===== src/rtl/router_pkg.sv =====
// router_pkg: shared types and constants for the mesh router.
//   FLIT_t          packed flit: valid, type, head destination, payload
//   FLIT_TYPE_t     HEAD / BODY / TAIL
//   GLOBAL_STATE_t  input-unit state code (IDLE, ROUTING, WAITING, ACTIVE)
//   PORT_STATUS_t   PORT_FREE / PORT_OCCUPIED
//   Port indices    LOCAL=0, NORTH=1, EAST=2, SOUTH=3, WEST=4
//   xy_route()      dimension-ordered (X first, then Y) route selection
package router_pkg;

    localparam int NUM_OF_PORTS = 5;
    localparam int PORT_W       = 3;
    localparam int COORD_W      = 4;
    localparam int PAYLOAD_W    = 16;

    localparam logic [PORT_W-1:0] LOCAL = 3'd0;
    localparam logic [PORT_W-1:0] NORTH = 3'd1;
    localparam logic [PORT_W-1:0] EAST  = 3'd2;
    localparam logic [PORT_W-1:0] SOUTH = 3'd3;
    localparam logic [PORT_W-1:0] WEST  = 3'd4;

    typedef enum logic [1:0] {
        HEAD = 2'd0,
        BODY = 2'd1,
        TAIL = 2'd2
    } FLIT_TYPE_t;

    // State codes kept as plain constants so legacy tools can read them.
    typedef logic [1:0] GLOBAL_STATE_t;
    localparam GLOBAL_STATE_t IDLE    = 2'd0;
    localparam GLOBAL_STATE_t ROUTING = 2'd1;
    localparam GLOBAL_STATE_t WAITING = 2'd2;
    localparam GLOBAL_STATE_t ACTIVE  = 2'd3;

    typedef enum logic {
        PORT_FREE     = 1'b0,
        PORT_OCCUPIED = 1'b1
    } PORT_STATUS_t;

    typedef struct packed {
        logic                 valid;
        FLIT_TYPE_t           flit_type;
        logic [COORD_W-1:0]   dest_x;
        logic [COORD_W-1:0]   dest_y;
        logic [PAYLOAD_W-1:0] payload;
    } FLIT_t;

    // X is resolved completely before Y, which keeps XY routing deadlock-free.
    function automatic logic [PORT_W-1:0] xy_route(
        input logic [COORD_W-1:0] dest_x,
        input logic [COORD_W-1:0] dest_y,
        input logic [COORD_W-1:0] here_x,
        input logic [COORD_W-1:0] here_y
    );
        if (dest_x > here_x)      return EAST;
        else if (dest_x < here_x) return WEST;
        else if (dest_y > here_y) return NORTH;
        else if (dest_y < here_y) return SOUTH;
        return LOCAL;
    endfunction

endpackage


===== src/rtl/flit_fifo.sv =====
// flit_fifo: synchronous FIFO of FLIT_t with show-ahead read.
//   clk, reset  clock and synchronous active-high reset
//   push, wr_data   write request and data (ignored when full without a pop)
//   pop             read request (ignored when empty)
//   rd_data         current head entry, valid whenever empty is low
//   full, empty, count  occupancy status
// DEPTH may be any value >= 1; pointers wrap explicitly at DEPTH-1.
module flit_fifo
    import router_pkg::*;
#(
    parameter int DEPTH = 8
) (
    input  logic                       clk,
    input  logic                       reset,
    input  logic                       push,
    input  FLIT_t                      wr_data,
    input  logic                       pop,
    output FLIT_t                      rd_data,
    output logic                       full,
    output logic                       empty,
    output logic [$clog2(DEPTH+1)-1:0] count
);

    localparam int CNT_W = $clog2(DEPTH + 1);
    localparam int PTR_W = (DEPTH > 1) ? $clog2(DEPTH) : 1;

    FLIT_t            mem [DEPTH];
    logic [PTR_W-1:0] rd_ptr_reg;
    logic [PTR_W-1:0] wr_ptr_reg;
    logic [CNT_W-1:0] count_reg;
    logic             do_push;
    logic             do_pop;

    assign full  = (count_reg == CNT_W'(DEPTH));
    assign empty = (count_reg == '0);
    assign count = count_reg;

    // A full FIFO still accepts a write when the head leaves in the same cycle.
    assign do_pop  = pop && !empty;
    assign do_push = push && (!full || do_pop);

    // Show-ahead: the head entry is visible without a read request.
    assign rd_data = mem[rd_ptr_reg];

    always_ff @(posedge clk) begin
        if (do_push) begin
            mem[wr_ptr_reg] <= wr_data;
        end
    end

    always_ff @(posedge clk) begin
        if (reset) begin
            rd_ptr_reg <= '0;
            wr_ptr_reg <= '0;
            count_reg  <= '0;
        end else begin
            if (do_push) begin
                wr_ptr_reg <= (wr_ptr_reg == PTR_W'(DEPTH - 1)) ? '0 : wr_ptr_reg + 1'b1;
            end
            if (do_pop) begin
                rd_ptr_reg <= (rd_ptr_reg == PTR_W'(DEPTH - 1)) ? '0 : rd_ptr_reg + 1'b1;
            end
            case ({do_push, do_pop})
                2'b10:   count_reg <= count_reg + 1'b1;
                2'b01:   count_reg <= count_reg - 1'b1;
                default: count_reg <= count_reg;
            endcase
        end
    end

endmodule


===== src/rtl/input_unit_fsm.sv =====
// input_unit_fsm: receive side of a router input port.
//   clk, reset        clock and synchronous active-high reset
//   i_upstream_req    channel request from the upstream output unit
//   o_upstream_ack    one-cycle channel grant (combinational)
//   i_flit            incoming flit, qualified by its valid bit
//   o_switch_req      one-hot request to the output unit chosen by XY routing
//   i_switch_ack      grant pulses from the output units
//   o_flit            flit toward the switch, '0 when none
//   o_gstate          current state
//   o_port_status     PORT_FREE in IDLE, PORT_OCCUPIED otherwise
//   o_fifo_count      buffer occupancy
//   o_error           sticky: overflow, flit in IDLE, or non-HEAD in ROUTING
module input_unit_fsm
    import router_pkg::*;
#(
    parameter int BUF_DEPTH = 8,
    parameter int ROUTER_X  = 0,
    parameter int ROUTER_Y  = 0
) (
    input  logic                           clk,
    input  logic                           reset,
    input  logic                           i_upstream_req,
    output logic                           o_upstream_ack,
    input  FLIT_t                          i_flit,
    output logic [NUM_OF_PORTS-1:0]        o_switch_req,
    input  logic [NUM_OF_PORTS-1:0]        i_switch_ack,
    output FLIT_t                          o_flit,
    output GLOBAL_STATE_t                  o_gstate,
    output PORT_STATUS_t                   o_port_status,
    output logic [$clog2(BUF_DEPTH+1)-1:0] o_fifo_count,
    output logic                           o_error
);

    localparam logic [COORD_W-1:0] HERE_X = COORD_W'(ROUTER_X);
    localparam logic [COORD_W-1:0] HERE_Y = COORD_W'(ROUTER_Y);

    GLOBAL_STATE_t     state_reg, state_next;
    logic [PORT_W-1:0] route_reg, route_next;
    logic              error_reg;

    FLIT_t fifo_head;
    logic  fifo_full;
    logic  fifo_empty;
    logic  push;
    logic  pop;
    logic  proto_err;
    logic  overflow;
    logic  switch_granted;

    flit_fifo #(
        .DEPTH (BUF_DEPTH)
    ) u_fifo (
        .clk     (clk),
        .reset   (reset),
        .push    (push),
        .wr_data (i_flit),
        .pop     (pop),
        .rd_data (fifo_head),
        .full    (fifo_full),
        .empty   (fifo_empty),
        .count   (o_fifo_count)
    );

    generate
        for (genvar gi = 0; gi < NUM_OF_PORTS; gi++) begin : g_port
            assign o_switch_req[gi] = (state_reg == WAITING) && (route_reg == PORT_W'(gi));
        end
    endgenerate

    // Only the grant from the requested output unit counts.
    assign switch_granted = |(i_switch_ack & o_switch_req);

    // pop is only raised when non-empty, so a full FIFO with pop never overflows.
    assign overflow = push && fifo_full && !pop;

    always_comb begin
        state_next     = state_reg;
        route_next     = route_reg;
        o_upstream_ack = 1'b0;
        push           = 1'b0;
        pop            = 1'b0;
        proto_err      = 1'b0;
        o_flit         = '0;
        case (state_reg)
            IDLE: begin
                // Leftover flits block a new grant until the port is reset.
                if (i_upstream_req && fifo_empty) begin
                    o_upstream_ack = 1'b1;
                    state_next     = ROUTING;
                end
                if (i_flit.valid) begin
                    proto_err = 1'b1;
                end
            end
            ROUTING: begin
                if (i_flit.valid) begin
                    if (i_flit.flit_type == HEAD) begin
                        push       = 1'b1;
                        route_next = xy_route(i_flit.dest_x, i_flit.dest_y, HERE_X, HERE_Y);
                        state_next = WAITING;
                    end else begin
                        proto_err = 1'b1;
                    end
                end
            end
            WAITING: begin
                push = i_flit.valid;
                if (switch_granted) begin
                    state_next = ACTIVE;
                end
            end
            ACTIVE: begin
                push = i_flit.valid;
                if (!fifo_empty) begin
                    pop    = 1'b1;
                    o_flit = fifo_head;
                    if (fifo_head.flit_type == TAIL) begin
                        state_next = IDLE;
                    end
                end
            end
            default: state_next = IDLE;
        endcase
    end

    always_ff @(posedge clk) begin
        if (reset) begin
            state_reg <= IDLE;
            route_reg <= LOCAL;
            error_reg <= 1'b0;
        end else begin
            state_reg <= state_next;
            route_reg <= route_next;
            error_reg <= error_reg | proto_err | overflow;
        end
    end

    assign o_gstate      = state_reg;
    assign o_port_status = (state_reg == IDLE) ? PORT_FREE : PORT_OCCUPIED;
    assign o_error       = error_reg;

endmodule


===== config.mk =====
export PLATFORM = sky130hd
export DESIGN_NAME = input_unit_fsm
export DESIGN_NICKNAME = d
export VERILOG_FILES = /design/src/rtl/router_pkg.sv /design/src/rtl/flit_fifo.sv /design/src/rtl/input_unit_fsm.sv
export SDC_FILE = /design/constraint.sdc
export NUM_CORES = 1
export LEC_CHECK = 0
export ABC_AREA = 1
export BUFFER_PORTS_ARGS = -buffer_cell sky130_fd_sc_hd__buf_2
export CORE_ASPECT_RATIO = 1.25
export CORE_MARGIN = 2
export CORE_UTILIZATION = 24
export DETAILED_ROUTE_END_ITERATION = 16
export PLACE_DENSITY = 0.47
export SYNTH_ARGS = -nofsm -noshare
export SYNTH_HDL_FRONTEND = slang
export SYNTH_SLANG_ARGS = --single-unit

===== constraint.sdc =====
create_clock -name clk -period 2.68 [get_ports clk]
set_clock_uncertainty 0.05 [all_clocks]
set_input_delay 0.536 -clock clk [delete_from_list [all_inputs] [get_ports clk]]
set_output_delay 0.536 -clock clk [all_outputs]
set_load 0.02 [all_outputs]

==> flow_summary.toml, run 1 <==
[status]
status = "complete, no violations"

[hold_path]
hold_start = "reset"
hp-class = "in2reg"
min_path_cells = 2
hold_end = "o_error$_SDFF_PP0_"

[setup_path]
endpoint_kind = "output port"
critPathKind = "reg2out"
rr_endpoint = "u_fifo.count[2]$_SDFFE_PP0P_"
reg2regPathDepth = 14
reg2reg_from = "o_gstate[1]$_SDFFE_PP0P_"
crit_path_cell_trace = "ha_4 -> nand2_1 -> inv_2 -> buf_12 -> o21ai_1 -> nor2_1 -> buf_2"
r2r_slack_ns = 0.43
cp_max_fo = 30
max_stage_delay_ns = 0.40
worstPathRequired_ns = 2.09
critPathArrivalTime_ns = 2.01
startpoint_type = "flip-flop"
cp_slowest_cell = "dfxtp_2"
startpoint = "o_gstate[0]$_SDFFE_PP0P_"

[clocking]
cts_buffers = 25
clk_path_buf_depth = 3
clkSinkCount = 234
insertion_delay_ns = 0.53
cts_tree = "yes"
ctsHtreeMaxLevel = 1
clk_root_buffer_cell = "clkbuf_16"
clkTransAtPathRegs_ns = 0.07

[power_and_ir_drop]
comb_power_share_pct = 10.9
switching_share_pct = 23.9
power_leakage_uw = 0.00420
power_frac_clock_pct = 41.9
power.density_mw_per_mm2 = 746
p_int_uw = 6710
power_frac_seq_pct = 47.2
p_switching_uw = 2110
ir_drop_uv = 456
p_total_uw = 8810

[placed_design]
port_buffers = 73
placed_area_mm2 = 0.0108
hpwl_mm = 13.3
post-place-ws_ns = 0.173
placedCellCount = 1346
gp_congestion = 0.723

[die]
io_pins = 76
chipHeight_um = 227
rows = 81
die_x_um = 183
initial_core_util_pct = 24.4
die-area_mm2 = 0.0415
coreArea_mm2 = 0.0392

[routing]
route.final.wire_length_mm = 24.0
drt_first_pass_iters = 4
drc_errors = 0
post_drt_wl_per_cell_um = 17.2
drtIter0Drc = 488
dr_total_vias = 6138
vias_per_cell = 4.39
drtAntennaViolNets = 0

[cells_and_area]
largest_reg_flops = 216
syn_to_final_growth_pct = 23.3
final_common_cell = "edfxtp_1"
final_cell_area_mm2 = 0.0118
drive_gt1_share_pct = 21.2
fin_nets = 926
mostFrequentLayoutCells = "216 x edfxtp_1, 165 x nor2_1, 81 x o21ai_1"
final_cells = 1398

[timing]
worstMarginPinSlew_ns = 0.626
rsz0062_at_grt = "true"
fmaxAchievable_mhz = 386
period_share_pct = 96.7
fin_crit_ns = 2.59
finalSetupTns_ns = 0
setup_ws_ns = 0.0873
setup-violations-final = 0
slew_violations = 0
max_slew_margin_pct = 58.2
hold_viol_final = 0

[yosys]
ys_seq_area_share_pct = 71.5
ys_ff_latch = 234
synth_cell_types = 37
syn_nets = 833
post_synth.cell_area_avg_um2 = 12.2
synthCells = 787
ys.warnings.count = 0
netlist_area_mm2 = 0.00958

[global_routing]
grt_max_degree = 37
antenna_found_initial = 1
grt.total_usage_pct = 11.5
grt_pass1_wl_mm = 36.0
grt_pass1_vias = 6027
grt_overflow = 0

[job]
drv_cap = 0
[power groups by stage]
stage                     clock, uW  sequential, uW  combinational, uW
final                          3690            4160                962
after global routing           3920            4170               1070
after CTS                      3790            4160                973
after detailed placement          0            4230                948
after global placement            0            4230                943
after floorplan                   0            4240                584
[per-layer routing]
layer,GRT usage [%],wire (um),vias up
met5,0,0,-
met4,2.76,362,0
met3,2.14,1330,24
met2,19.6,11900,119
met1,15.0,10500,2961
li1,-,-,3034
[kinds of logic (layout without fill, tap and decap cells)]
family                   after synthesis  in the layout  synth area share, %
other                                  1              2               0.0392
XOR/XNOR                               2              2                0.183
flip-flops                           234            234                 71.5
AND/OR/NAND/NOR                      256            256                 11.1
AO/OA/AOI/OAI                        202            202                 11.4
adder cells (fa/ha/maj)               11             11                 1.44
buffers and inverters                 81            193                 4.31
[critical path: cells and delay by family, from the launching register on]
| family | cells | cell delay (ns) |
|---|---|---|
| compound gates | 1 | 0.09 |
| flops | 1 | 0.40 |
| fa+ha+maj | 1 | 0.18 |
| buf+inv | 3 | 0.48 |
| simple gates | 2 | 0.30 |
[synthesized netlist by cell type, drive strengths merged]
cell type,count,area [um2]
edfxtp,216,6490
nor2,180,688
o21ai,137,686
o22ai,50,313
nand2,42,173
inv,36,138
buf,32,226
nand3,21,115
dfxtp,18,360
a21oi,12,71.3
clkbuf,12,45.0
ha,11,138
nand4,6,37.5
nor3,4,30.0
a211oi,1,7.51
a22oi,1,7.51
and3,1,6.26
clkinv,1,3.75
conb,1,3.75
nor4,1,6.26
o211a,1,10.0
or2,1,6.26
xnor2,1,8.76
xor2,1,8.76
[final cells by class]
cell class                      instances  area [um2]
Timing Repair Buffer                  110         880
Fill cell                            3952       27400
Antenna cell                            1        2.50
Clock inverter                         14         183
Tap cell                              498         623
Sequential cell                       234        6860
Inverter                               37         146
Clock buffer                           32         714
Multi-Input combinational cell        472        2400
[worst max path at each step]
stage                                               to  slack, ns  cells after the start
after floorplan             u_fifo.mem[1][0]$_DFFE_PP_      -0.27                      7
after global placement    u_fifo.count[2]$_SDFFE_PP0P_       0.14                     14
after detailed placement  u_fifo.count[2]$_SDFFE_PP0P_       0.17                     14
after CTS                                    o_flit[1]      0.004                      6
after global routing                        o_flit[17]     -0.005                      7
final                                        o_flit[6]       0.09                      7
[stage by stage]
step	utilization, %	hold slack, ns
floorplan	-	0.431
global placement	27.5	0.446
detailed placement	27.5	0.452
CTS	30.0	0.174
global route	30.1	0.195
finish	30.1	0.194
[what timing repair did]
item	in CTS	in global routing
cloned	1	0
setup buffers	2	2
pin swaps	1	2
hold buffers	0	0
endpoints found under the setup margin	23	10
gates resized for setup	18	3
(Power assumes the default switching activity.)
==> run 2, diff against run 1 <==
--- a/config.mk
+++ b/config.mk
@@ -11,7 +11,9 @@
 export CORE_MARGIN = 2
 export CORE_UTILIZATION = 24
 export DETAILED_ROUTE_END_ITERATION = 16
+export MAX_ROUTING_LAYER = met4
 export PLACE_DENSITY = 0.47
+export SETUP_SLACK_MARGIN = 0.2
 export SYNTH_ARGS = -nofsm -noshare
 export SYNTH_HDL_FRONTEND = slang
 export SYNTH_SLANG_ARGS = --single-unit
==> run 2 against run 1 <==
Hold slack improved by 0.011 ns. Sequential power about the same. Non-clock buffer count increased by 27. Highest routed layer unchanged. Power up 1.4%. Clock power fell by 2%. Largest cell class unchanged. Critical path type unchanged.
==> flow_summary.toml, run 2 (synthesized netlist as in run 1, its figures left out) <==
[die]
die_x_um = 183
coreArea_mm2 = 0.0392
chipHeight_um = 227
io_pins = 76
rows = 81
initial_core_util_pct = 24.4
die-area_mm2 = 0.0415

[power_and_ir_drop]
power_leakage_uw = 0.00456
ir_drop_uv = 425
power.density_mw_per_mm2 = 701

[timing]
hold_viol_final = 0
setup-violations-final = 0
hold-worst-slack_ns = 0.205
period_share_pct = 95.2
fin_crit_ns = 2.55
fmaxAchievable_mhz = 392
slew_violations = 0
rsz0062_at_grt = "true"

[placed_design]
hpwl_mm = 13.0
placedCellCount = 1340
gp_congestion = 0.753
port_buffers = 73

[routing]
drtAntennaViolNets = 0
route.final.wire_length_mm = 26.5
vias_per_cell = 4.51
drc_errors = 0
drt_first_pass_iters = 4
drtIter0Drc = 475
post_drt_wl_per_cell_um = 18.6
dr_total_vias = 6442

[cells_and_area]
final_cells = 1428
final_util_pct = 32.5
final_common_cell = "edfxtp_1"
syn_to_final_growth_pct = 33.1
fillers = 3890
drive_gt1_share_pct = 27.3
largest_reg_flops = 216
mostFrequentLayoutCells = "216 x edfxtp_1, 150 x nor2_1, 85 x o21ai_1"
fin_nets = 954

[clocking]
cts_buffers = 26
ctsHtreeMaxLevel = 1
postCtsHoldBufs = 0
cts_tree = "yes"
clk_path_buf_depth = 3
insertion_delay_ns = 0.52
clkSinkCount = 234
clk_root_buffer_cell = "clkbuf_16"
clkTransAtPathRegs_ns = 0.06

[global_routing]
grt.total_usage_pct = 13.0
antenna_found_initial = 2
grt_pass1_wl_mm = 39.1
grt_pass1_vias = 6528
grt_max_degree = 28
grt_overflow = 0

[setup_path]
reg2regPathDepth = 8
worstPathRequired_ns = 2.09
setup.worst_path.end = "o_flit[10]"
reg2reg_from = "o_gstate[1]$_SDFFE_PP0P_"
rr_endpoint = "u_fifo.mem[0][11]$_DFFE_PP_"
startpoint_type = "flip-flop"
critPathKind = "reg2out"
r2r_slack_ns = 0.40
endpoint_kind = "output port"
cp_max_fo = 6
critPathArrivalTime_ns = 1.96

[job]
drv_cap = 0

[hold_path]
hp-class = "in2reg"

[status]
status = "complete, no violations"
## run 2: cell count changes in the layout (fill, tap and decap cells not counted), moves of 4 or more
| cell | change |
|---|---|
| buf_12 | +6 |
| o21ai_2 | +8 |
| buf_6 | +6 |
| dfxtp_4 | +5 |
| nand2_1 | -5 |
| buf_4 | +21 |
| nor2_1 | -15 |
| nor2_2 | +12 |
| buf_16 | +15 |
| o21ai_1 | +4 |
| buf_2 | -26 |
| o21ai_0 | -12 |
| clkbuf_16 | +5 |
## run 2: final cells by class
cell class	count	area, um2	share of cell area (%)
Sequential cell	234	6870	53.9
Multi-Input combinational cell	472	2540	20.0
Timing Repair Buffer	137	1660	13.0
Clock buffer	36	749	5.88
Tap cell	498	623	4.89
Inverter	37	156	1.23
Clock inverter	12	138	1.08
Antenna cell	2	5.00	0.0393
## run 2: critical path, stage by stage (launching register included)
cell     delay [ns]
dfxtp_4        0.42
inv_8          0.05
buf_12         0.13
buf_12         0.13
buf_16         0.14
o21ai_2        0.10
o22ai_1        0.08
o21ai_1        0.16
nor2_1         0.06
buf_4          0.15
## run 2: power by group
group,total [uW],internal (uW),switching (uW)
registers,4170,4100,69.9
clock network,3630,2240,1390
logic,1140,455,684
total,8940,6790,2150
## run 2: timing repair
action | in CTS | in global routing
resized for setup | 103 | 36
endpoints found under the setup margin | 27 | 28
setup buffers | 16 | 1
cloned | 16 | 5
endpoints found under the hold margin | 0 | 0
pin swaps | 24 | 26
## run 2: worst min-delay path by stage
stage / start / end / slack [ns] / cells after the start
floorplan: u_fifo.rd_ptr_reg[1]$_SDFFE_PP0P_ / flip-flop / 0.43 / 2
global placement: u_fifo.rd_ptr_reg[1]$_SDFFE_PP0P_ / flip-flop / 0.44 / 2
detailed placement: u_fifo.rd_ptr_reg[1]$_SDFFE_PP0P_ / flip-flop / 0.44 / 2
CTS: reset / o_error$_SDFF_PP0_ / 0.18 / 2
global route: reset / o_error$_SDFF_PP0_ / 0.20 / 2
finish: reset / o_error$_SDFF_PP0_ / 0.20 / 2
## run 2: routing by layer
| layer | up-vias | GRT usage (%) | share of wire, % |
|---|---|---|---|
| met4 | 0 | 2.78 | 1.4 |
| met2 | 153 | 22.5 | 50 |
| met1 | 3154 | 15.8 | 43 |
| met5 | - | - | 0 |
| met3 | 38 | 2.35 | 5.5 |
| li1 | 3097 | - | - |
## run 2: through the flow
| stage | worst slack (ns) | area, um2 | TNS [ns] | total power, uW |
|---|---|---|---|---|
| 2_1_floorplan | -0.188 | 9610 | -20.27 | 4830 |
| 3_3_place_gp | 0.178 | 10700 | 0 | 5160 |
| 3_5_place_dp | 0.188 | 10700 | 0 | 5160 |
| 4_1_cts | 0.110 | 12500 | 0 | 8980 |
| 5_1_grt | 0.0310 | 12700 | 0 | 9300 |
| 6_report | 0.130 | 12700 | 0 | 8940 |
